## src/rtl/iot_ser_pkg.sv

```systemverilog
// Shared types and constants for the IoT event serializer.
package iot_ser_pkg;

  localparam logic        DIR_JOIN      = 1'b1;
  localparam logic        DIR_LEAVE     = 1'b0;
  localparam int unsigned N_DEV_DEFAULT = 4;

  typedef struct packed {
    logic dir;
  } event_t;

  // Direction of a single (non-conflicting) event; caller guarantees join ^ leave.
  function automatic event_t to_event(input logic join_bit);
    event_t ev;
    ev.dir = join_bit ? DIR_JOIN : DIR_LEAVE;
    return ev;
  endfunction

endpackage

```

## src/rtl/iot_event_serializer_rr_arbiter.sv

```systemverilog
// Combinational round-robin arbiter: lowest requester at or after ptr wins, with wrap.
module rr_arbiter #(
  parameter int unsigned N     = 4,
  parameter int unsigned PTR_W = $clog2(N)
) (
  input  logic [N-1:0]     req,
  input  logic [PTR_W-1:0] ptr,
  output logic             gnt_valid,
  output logic [PTR_W-1:0] gnt_idx
);

  // Scan N slots starting at ptr; the first set request is granted.
  always_comb begin
    gnt_valid = 1'b0;
    gnt_idx   = '0;
    for (int unsigned k = 0; k < N; k++) begin
      int unsigned idx;
      idx = (32'(ptr) + k) % N;
      if (!gnt_valid && req[idx]) begin
        gnt_valid = 1'b1;
        gnt_idx   = PTR_W'(idx);
      end
    end
  end

endmodule

```

## src/rtl/iot_event_serializer.sv

```systemverilog
// Serializes per-device join/leave pulses into at most one change/on_off event per clock.
// Optional build macro IOT_SER_DEDUP_EN: track per-device active state and silently drop
// joins to active devices and leaves from inactive ones.
module iot_event_serializer
  import iot_ser_pkg::*;
#(
  parameter int unsigned N_DEV = N_DEV_DEFAULT,
  parameter int unsigned PTR_W = $clog2(N_DEV)
) (
  input  logic             clk,
  input  logic             rst,
  input  logic [N_DEV-1:0] dev_join,
  input  logic [N_DEV-1:0] dev_leave,
  output logic             change,
  output logic             on_off,
  output logic             overflow,
  output logic             pending_any
);

  logic [N_DEV-1:0] r_pend, r_pend_dir;
  logic [PTR_W-1:0] r_ptr;
  logic             r_change, r_on_off, r_overflow, r_pending_any;

  logic [N_DEV-1:0] w_pend_d, w_dir_d;
  logic             w_ovf_d;
  logic             w_gnt_valid;
  logic [PTR_W-1:0] w_gnt_idx, w_ptr_next;

`ifdef IOT_SER_DEDUP_EN
  logic [N_DEV-1:0] r_dev_active, w_active_d;
`endif

  rr_arbiter #(
    .N     (N_DEV),
    .PTR_W (PTR_W)
  ) u_arb (
    .req       (r_pend),
    .ptr       (r_ptr),
    .gnt_valid (w_gnt_valid),
    .gnt_idx   (w_gnt_idx)
  );

  // Pointer moves just past the granted device, wrapping at N_DEV-1.
  always_comb begin
    w_ptr_next = (w_gnt_idx == PTR_W'(N_DEV - 1)) ? '0 : w_gnt_idx + 1'b1;
  end

  // Next pending state: clear the grant, then apply captures per device.
  always_comb begin
    w_pend_d = r_pend;
    w_dir_d  = r_pend_dir;
    w_ovf_d  = r_overflow;
`ifdef IOT_SER_DEDUP_EN
    w_active_d = r_dev_active;
    if (w_gnt_valid) w_active_d[w_gnt_idx] = r_pend_dir[w_gnt_idx];
`endif
    if (w_gnt_valid) w_pend_d[w_gnt_idx] = 1'b0;
    for (int unsigned i = 0; i < N_DEV; i++) begin
      event_t ev;
      logic   granted;
      granted = w_gnt_valid && (32'(w_gnt_idx) == i);
      ev      = to_event(dev_join[i]);
      // Simultaneous join and leave on one device are both discarded.
      if (dev_join[i] ^ dev_leave[i]) begin
`ifdef IOT_SER_DEDUP_EN
        // Granted device: its effective state becomes the emitted direction.
        if (granted) begin
          if (ev.dir != r_pend_dir[i]) begin
            w_pend_d[i] = 1'b1;
            w_dir_d[i]  = ev.dir;
          end
        end else if (r_pend[i]) begin
          if (ev.dir != r_pend_dir[i]) w_pend_d[i] = 1'b0;
        end else if (ev.dir != r_dev_active[i]) begin
          w_pend_d[i] = 1'b1;
          w_dir_d[i]  = ev.dir;
        end
`else
        if (granted || !r_pend[i]) begin
          w_pend_d[i] = 1'b1;
          w_dir_d[i]  = ev.dir;
        end else if (ev.dir != r_pend_dir[i]) begin
          w_pend_d[i] = 1'b0;
        end else begin
          w_ovf_d = 1'b1;
        end
`endif
      end
    end
  end

  // State and registered outputs, synchronous reset.
  always_ff @(posedge clk) begin
    if (rst) begin
      r_pend        <= '0;
      r_pend_dir    <= '0;
      r_ptr         <= '0;
      r_change      <= 1'b0;
      r_on_off      <= 1'b0;
      r_overflow    <= 1'b0;
      r_pending_any <= 1'b0;
`ifdef IOT_SER_DEDUP_EN
      r_dev_active  <= '0;
`endif
    end else begin
      r_pend        <= w_pend_d;
      r_pend_dir    <= w_dir_d;
      r_overflow    <= w_ovf_d;
      r_change      <= w_gnt_valid;
      r_on_off      <= w_gnt_valid & r_pend_dir[w_gnt_idx];
      r_pending_any <= |w_pend_d;
      if (w_gnt_valid) r_ptr <= w_ptr_next;
`ifdef IOT_SER_DEDUP_EN
      r_dev_active  <= w_active_d;
`endif
    end
  end

  assign change      = r_change;
  assign on_off      = r_on_off;
  assign overflow    = r_overflow;
  assign pending_any = r_pending_any;

endmodule

```

## config.mk

```make
export PLATFORM = sky130hd
export DESIGN_NAME = iot_event_serializer
export DESIGN_NICKNAME = d
export VERILOG_FILES = /design/src/rtl/iot_ser_pkg.sv /design/src/rtl/iot_event_serializer_rr_arbiter.sv /design/src/rtl/iot_event_serializer.sv
export SDC_FILE = /design/constraint.sdc
export NUM_CORES = 1
export LEC_CHECK = 0
export BUFFER_PORTS_ARGS = -buffer_cell sky130_fd_sc_hd__buf_4
export CORE_MARGIN = 1.5
export CORE_UTILIZATION = 50
export CTS_CLUSTER_DIAMETER = 40
export CTS_CLUSTER_SIZE = 30
export DETAILED_ROUTE_END_ITERATION = 10
export GPL_TIMING_DRIVEN = 0
export HOLD_SLACK_MARGIN = 0.08
export PLACE_DENSITY = 0.72
export RECOVER_POWER = 100
export REMOVE_ABC_BUFFERS = 1
export SYNTH_ARGS = -nofsm -noshare
export SYNTH_HDL_FRONTEND = slang
export SYNTH_SLANG_ARGS = --single-unit
export TNS_END_PERCENT = 100
```

## constraint.sdc

```tcl
create_clock -name clk -period 5.9 [get_ports clk]
set_clock_uncertainty 0.2 [all_clocks]
set_input_delay 0.885 -clock clk [delete_from_list [all_inputs] [get_ports clk]]
set_output_delay 0.885 -clock clk [all_outputs]
set_load 0.05 [all_outputs]
```

==> results.toml, run 1 <==
[status]
outcome = "complete, no violations"

[yosys]
synth_area_um2 = 845
synth-simple-area-share = 0.338
synth_xor_area_frac = 0
postSynthAreaPerCell_um2 = 7.41
synth_top_family_by_area = "simple AND/OR/NAND/NOR gates"
ys_top_cells_by_area = "dfxtp_1, nand2_1, nor2_1"
ys.flop_type = "dfxtp_1"
synth_edf_count = 0
async_reset_ff_frac = 0
yosysSeqAreaShare = 0.332
ys_warn_count = 0
yosys.area_share.adder = 0.0593
synth_top_area_frac = 0.332
synth-compound-area-share = 0.206
ys_ff_latch = 14
synthCells = 114
yosysUniqueCellTypes = 27
yosysTopAreaCell = "dfxtp_1"
synthMuxAreaShare = 0.0237

[global_routing]
overflow = 0
grt_pass1_wl_um = 3080
antenna_found_initial = 0
grt_max_degree = 14
grt_pass1_vias = 711
grt_use_total = 0.215

[drt]
drc = 0
via_count = 819
vias_per_cell = 5.61
firstDrtPassIters = 5
wl_um = 1760
ant_nets = 0
drt_iter0_markers = 25
wl_per_cell_um = 12.0

[critical_path]
critPathMaxFanout = 5
critPathLaunchType = "flop"
reg2reg_slack_ns = 3.15
critPathKind = "flop to flop"
required_ns = 5.86
crit_end = "pending_any"
critPathBufInv = 1
path_cells = "nor2b_1 > o31ai_1 > and2_0 > inv_1 > ha_1 > nand2b_1 > or3_1 > a31oi_1 > a41oi_1"
ff2ff_path_depth = 9
worstSetupStartpoint = "r_pend[1]"
worstPathArrival_ns = 2.71
max_stage_delay_ns = 0.43
r2r-end = "pending_any"
cp.depth = 9
r2r-start = "r_pend[1]"
cp-end-kind = "flop"
cp_top_family = "simple AND/OR/NAND/NOR gates"
crit_slowest_cell = "dfxtp_1"

[clock_network]
clk_latency_ns = 0.29
clockBufferDepth = 2
cts_tree = "done"
root_buffer = "clkbuf_4"
path_clk_slew_ns = 0.09
clkSinkCount = 14
postCtsHoldBufs = 0
cts-buffers-inserted = 3
post_cts_buffers = 0
htree_levels = 1
post_cts_resize_count = 0

[final_layout]
area_growth_pct = 15.3
diodes = 0
final_cell_mix = "nand2_1, nor2_1, dfxtp_1, buf_4, o21ai_0"
final_nets = 145
layout-drive-gt1-share = 0.123
layout_commonest_cell = "nand2_1"

[min_path]
min_path_type = "flop to flop"

[timing]
min_period_over_period = 0.467
maxSlewViolCount = 0
fin_crit_ns = 2.75
max_freq_ghz = 0.363
grt_setup_unrepaired = "false"
finalSetupTns_ns = 0
slew_headroom = 0.602
setup_viol = 0
hold_violations = 0
tightest_slew_ns = 0.600

[power_and_ir_drop]
power.total_mw = 0.281
power_density_nw_per_um2 = 289
power.leakage_nw = 0.419
peakVddDrop_v = 0.000162

[floorplanning]
coreArea_um2 = 1540
num_rows = 14
die_x_um = 44.1
die_height_um = 44.1
fp.dieArea_um2 = 1940
io_pins = 14
initial_core_util = 0.548

[place]
port_buffers = 13
hpwl_um = 1350
gp_congestion = 0.774

[run]
max-cap-violations = 0
-- final cells by class --
class | count | area, um2
tap | 16 | 20.0
multi-input combinational | 92 | 527
clock buffer | 4 | 36.3
inverter | 7 | 27.5
timing repair buffer | 13 | 82.6
fill | 150 | 568
sequential | 14 | 280
-- stage by stage --
stage	util	instance area, um2	hold slack, ns	setup slack (ns)	instances
floorplan	-	841	0.256	3.54	113
global placement	0.622	958	0.282	3.27	142
detailed placement	0.622	958	0.296	3.24	142
CTS	0.645	995	0.312	3.20	146
global route	0.631	973	0.360	2.92	146
finish	0.631	973	0.308	3.15	146
-- logic make-up (layout without fill, tap and decap cells) --
family,after synthesis,in the layout
simple gates,59,59
buf+inv,8,24
fa+ha+maj,4,4
mux,2,2
flops,14,14
compound gates,27,27
-- routing by layer --
layer  vias to the layer above  part of all wire  global-route usage
li1                        433                 -                   -
met1                       365              0.51               0.296
met2                        19              0.44               0.321
met3                         2             0.042              0.0490
met4                         0             0.013              0.0909
met5                         -                 0                   0
-- worst min-delay path, cell delays in order (launching register included) --
cell	delay [ns]
dfxtp_1	0.34
nand2_1	0.06
a21oi_1	0.06
-- cell usage after synthesis, types with 2 or more instances --
| library cell | instances |
|---|---|
| o21ai_0 | 8 |
| nor3_1 | 5 |
| a31oi_1 | 4 |
| nor2_1 | 14 |
| a21oi_1 | 7 |
| mux2i_1 | 2 |
| or3_1 | 4 |
| nand2_1 | 18 |
| nand2b_1 | 4 |
| ha_1 | 4 |
| nor2b_1 | 6 |
| inv_1 | 6 |
| and3_1 | 5 |
| dfxtp_1 | 14 |
-- registers in the layout (all words and copies together) (netlist names) --
register,count
pending_any,1
overflow,1
on_off,1
r_pend_dir,4
r_ptr,2
change,1
r_pend,4
-- power by group --
part           switching, mW  leakage, nW  internal (mW)
logic                 0.0556        0.281         0.0362
registers             0.0122        0.116          0.107
clock network         0.0332       0.0210         0.0376
total                  0.101        0.419          0.180
-- how the worst min path moves through the flow --
stage,from,to,slack (ns),depth (start not counted)
2_1_floorplan,r_ptr[0],r_ptr[0],0.26,2
3_3_place_gp,r_ptr[0],r_ptr[0],0.28,2
3_5_place_dp,r_ptr[0],r_ptr[0],0.30,2
4_1_cts,r_ptr[0],r_ptr[0],0.31,2
5_1_grt,r_ptr[0],r_ptr[0],0.36,2
6_report,r_ptr[0],r_ptr[0],0.31,2
No activity file was read; power rests on OpenSTA's default activity.
==> run 2, diff against run 1 <==
==> constraint.sdc (replaced) <==
create_clock -name clk -period 2.7 [get_ports clk]
set_clock_uncertainty 0.2 [all_clocks]
set_input_delay 0.405 -clock clk [delete_from_list [all_inputs] [get_ports clk]]
set_output_delay 0.405 -clock clk [all_outputs]
set_load 0.05 [all_outputs]
==> run 2 against run 1 <==
  * Count of clock-buffer cells in the layout is the same
  * Routed wire length up 0.40%
  * Setup slack lost 2.9 ns
  * Sequential power grew 120%
  * Die area is the same
  * Non-clock buffer count did not move
  * Maximum frequency rose by 10%
  * Critical path type unchanged
  * Cell area increased by 1.9%
==> results.toml, run 2 (same netlist as run 1, synthesis figures left out) <==
[critical_path]
cp_top_family = "simple AND/OR/NAND/NOR gates"
crit_slowest_cell = "dfxtp_1"
cp-end-kind = "flop"
reg2reg_slack_ns = 0.20
critPathMaxFanout = 5
critPathLaunchType = "flop"
critPathBufInv = 1
required_ns = 2.66
max_stage_delay_ns = 0.43
path_cells = "nor2b_1 > o31ai_2 > and2_2 > inv_1 > ha_1 > nand2b_1 > or3_1 > a31oi_2 > a41oi_1"
critPathKind = "flop to flop"
worstPathArrival_ns = 2.46

[power_and_ir_drop]
power_density_nw_per_um2 = 633
peakVddDrop_v = 0.000360
power.leakage_nw = 0.428

[timing]
maxSlewViolCount = 0
fin_ws_ns = 0.202
fin_crit_ns = 2.50
min_period_over_period = 0.925
hold_violations = 0
tightest_slew_ns = 0.600
max_freq_ghz = 0.400
slew_headroom = 0.602
setup_viol = 0
holdWs_ns = 0.183
finalSetupTns_ns = 0
grt_setup_unrepaired = "false"

[place]
port_buffers = 13
placed_area_um2 = 958
gp_congestion = 0.774
hpwl_um = 1350
dp_slack_ns = 0.0367

[final_layout]
diodes = 0
layout_commonest_cell = "nand2_1"
final_cell_mix = "nand2_1, nor2_1, dfxtp_1, buf_4, o21ai_0"
layout-drive-gt1-share = 0.154
top_regs = "r_pend (4), r_pend_dir (4), r_ptr (2)"
area_growth_pct = 17.5
fin_area_um2 = 992
final_nets = 145
finish.utilization = 0.644
fill_cells = 146

[drt]
wl_per_cell_um = 12.1
drc = 0
via_count = 823
firstDrtPassIters = 5
vias_per_cell = 5.64
ant_nets = 0
drt_iter0_markers = 17
wl_um = 1760

[global_routing]
grt_use_total = 0.215
grt_pass1_vias = 711
overflow = 0
grt_max_degree = 14
grt_pass1_wl_um = 3080
antenna_found_initial = 0

[clock_network]
clockBufferDepth = 2
clk_latency_ns = 0.29
postCtsHoldBufs = 0
root_buffer = "clkbuf_4"
cts-buffers-inserted = 3
cts_tree = "done"
path_clk_slew_ns = 0.09
htree_levels = 1
clkSinkCount = 14

[status]
outcome = "complete, no violations"

[floorplanning]
num_rows = 14
die_height_um = 44.1
coreArea_um2 = 1540
fp.dieArea_um2 = 1940
die_x_um = 44.1
io_pins = 14
initial_core_util = 0.548

[min_path]
min_path_type = "primary input to flop"

[run]
max-cap-violations = 0
run 2: layout make-up:
cell class	instances	area, um2	area share
inverter	7	31.3	0.0315
multi-input combinational	92	542	0.546
clock buffer	4	36.3	0.0366
sequential	14	280	0.282
tap	16	20.0	0.0202
timing repair buffer	13	82.6	0.0832
run 2: where the power goes:
part           switching [mW]  internal (mW)
Clock                  0.0725         0.0822
Sequential             0.0275          0.233
Combinational           0.125         0.0879
Total                   0.225          0.403
run 2: worst paths after layout:
kind,endpoint,start,cells after the start
max,pending_any,r_pend[1],9
min,r_pend_dir[1],rst,2
max reg2reg,pending_any,r_pend[1],9
min reg2reg,r_ptr[0],r_ptr[0],2
run 2: per-layer routing:
| layer | wire [um] | GRT usage | up-vias |
|---|---|---|---|
| met5 | 0 | 0 | - |
| met2 | 767 | 0.321 | 21 |
| met3 | 86 | 0.0490 | 2 |
| met4 | 22 | 0.0909 | 0 |
| met1 | 886 | 0.296 | 364 |
| li1 | - | - | 436 |
run 2: per-stage QoR:
step / power, mW / std cells
floorplan: 0.416 / 113
global placement: 0.471 / 142
detailed placement: 0.477 / 142
CTS: 0.629 / 146
global route: 0.673 / 146
finish: 0.628 / 146
run 2: what timing repair did:
action                     CTS  global route
setup endpoints to repair    0             2
gates resized for setup      0             3
buffers inserted             0             0
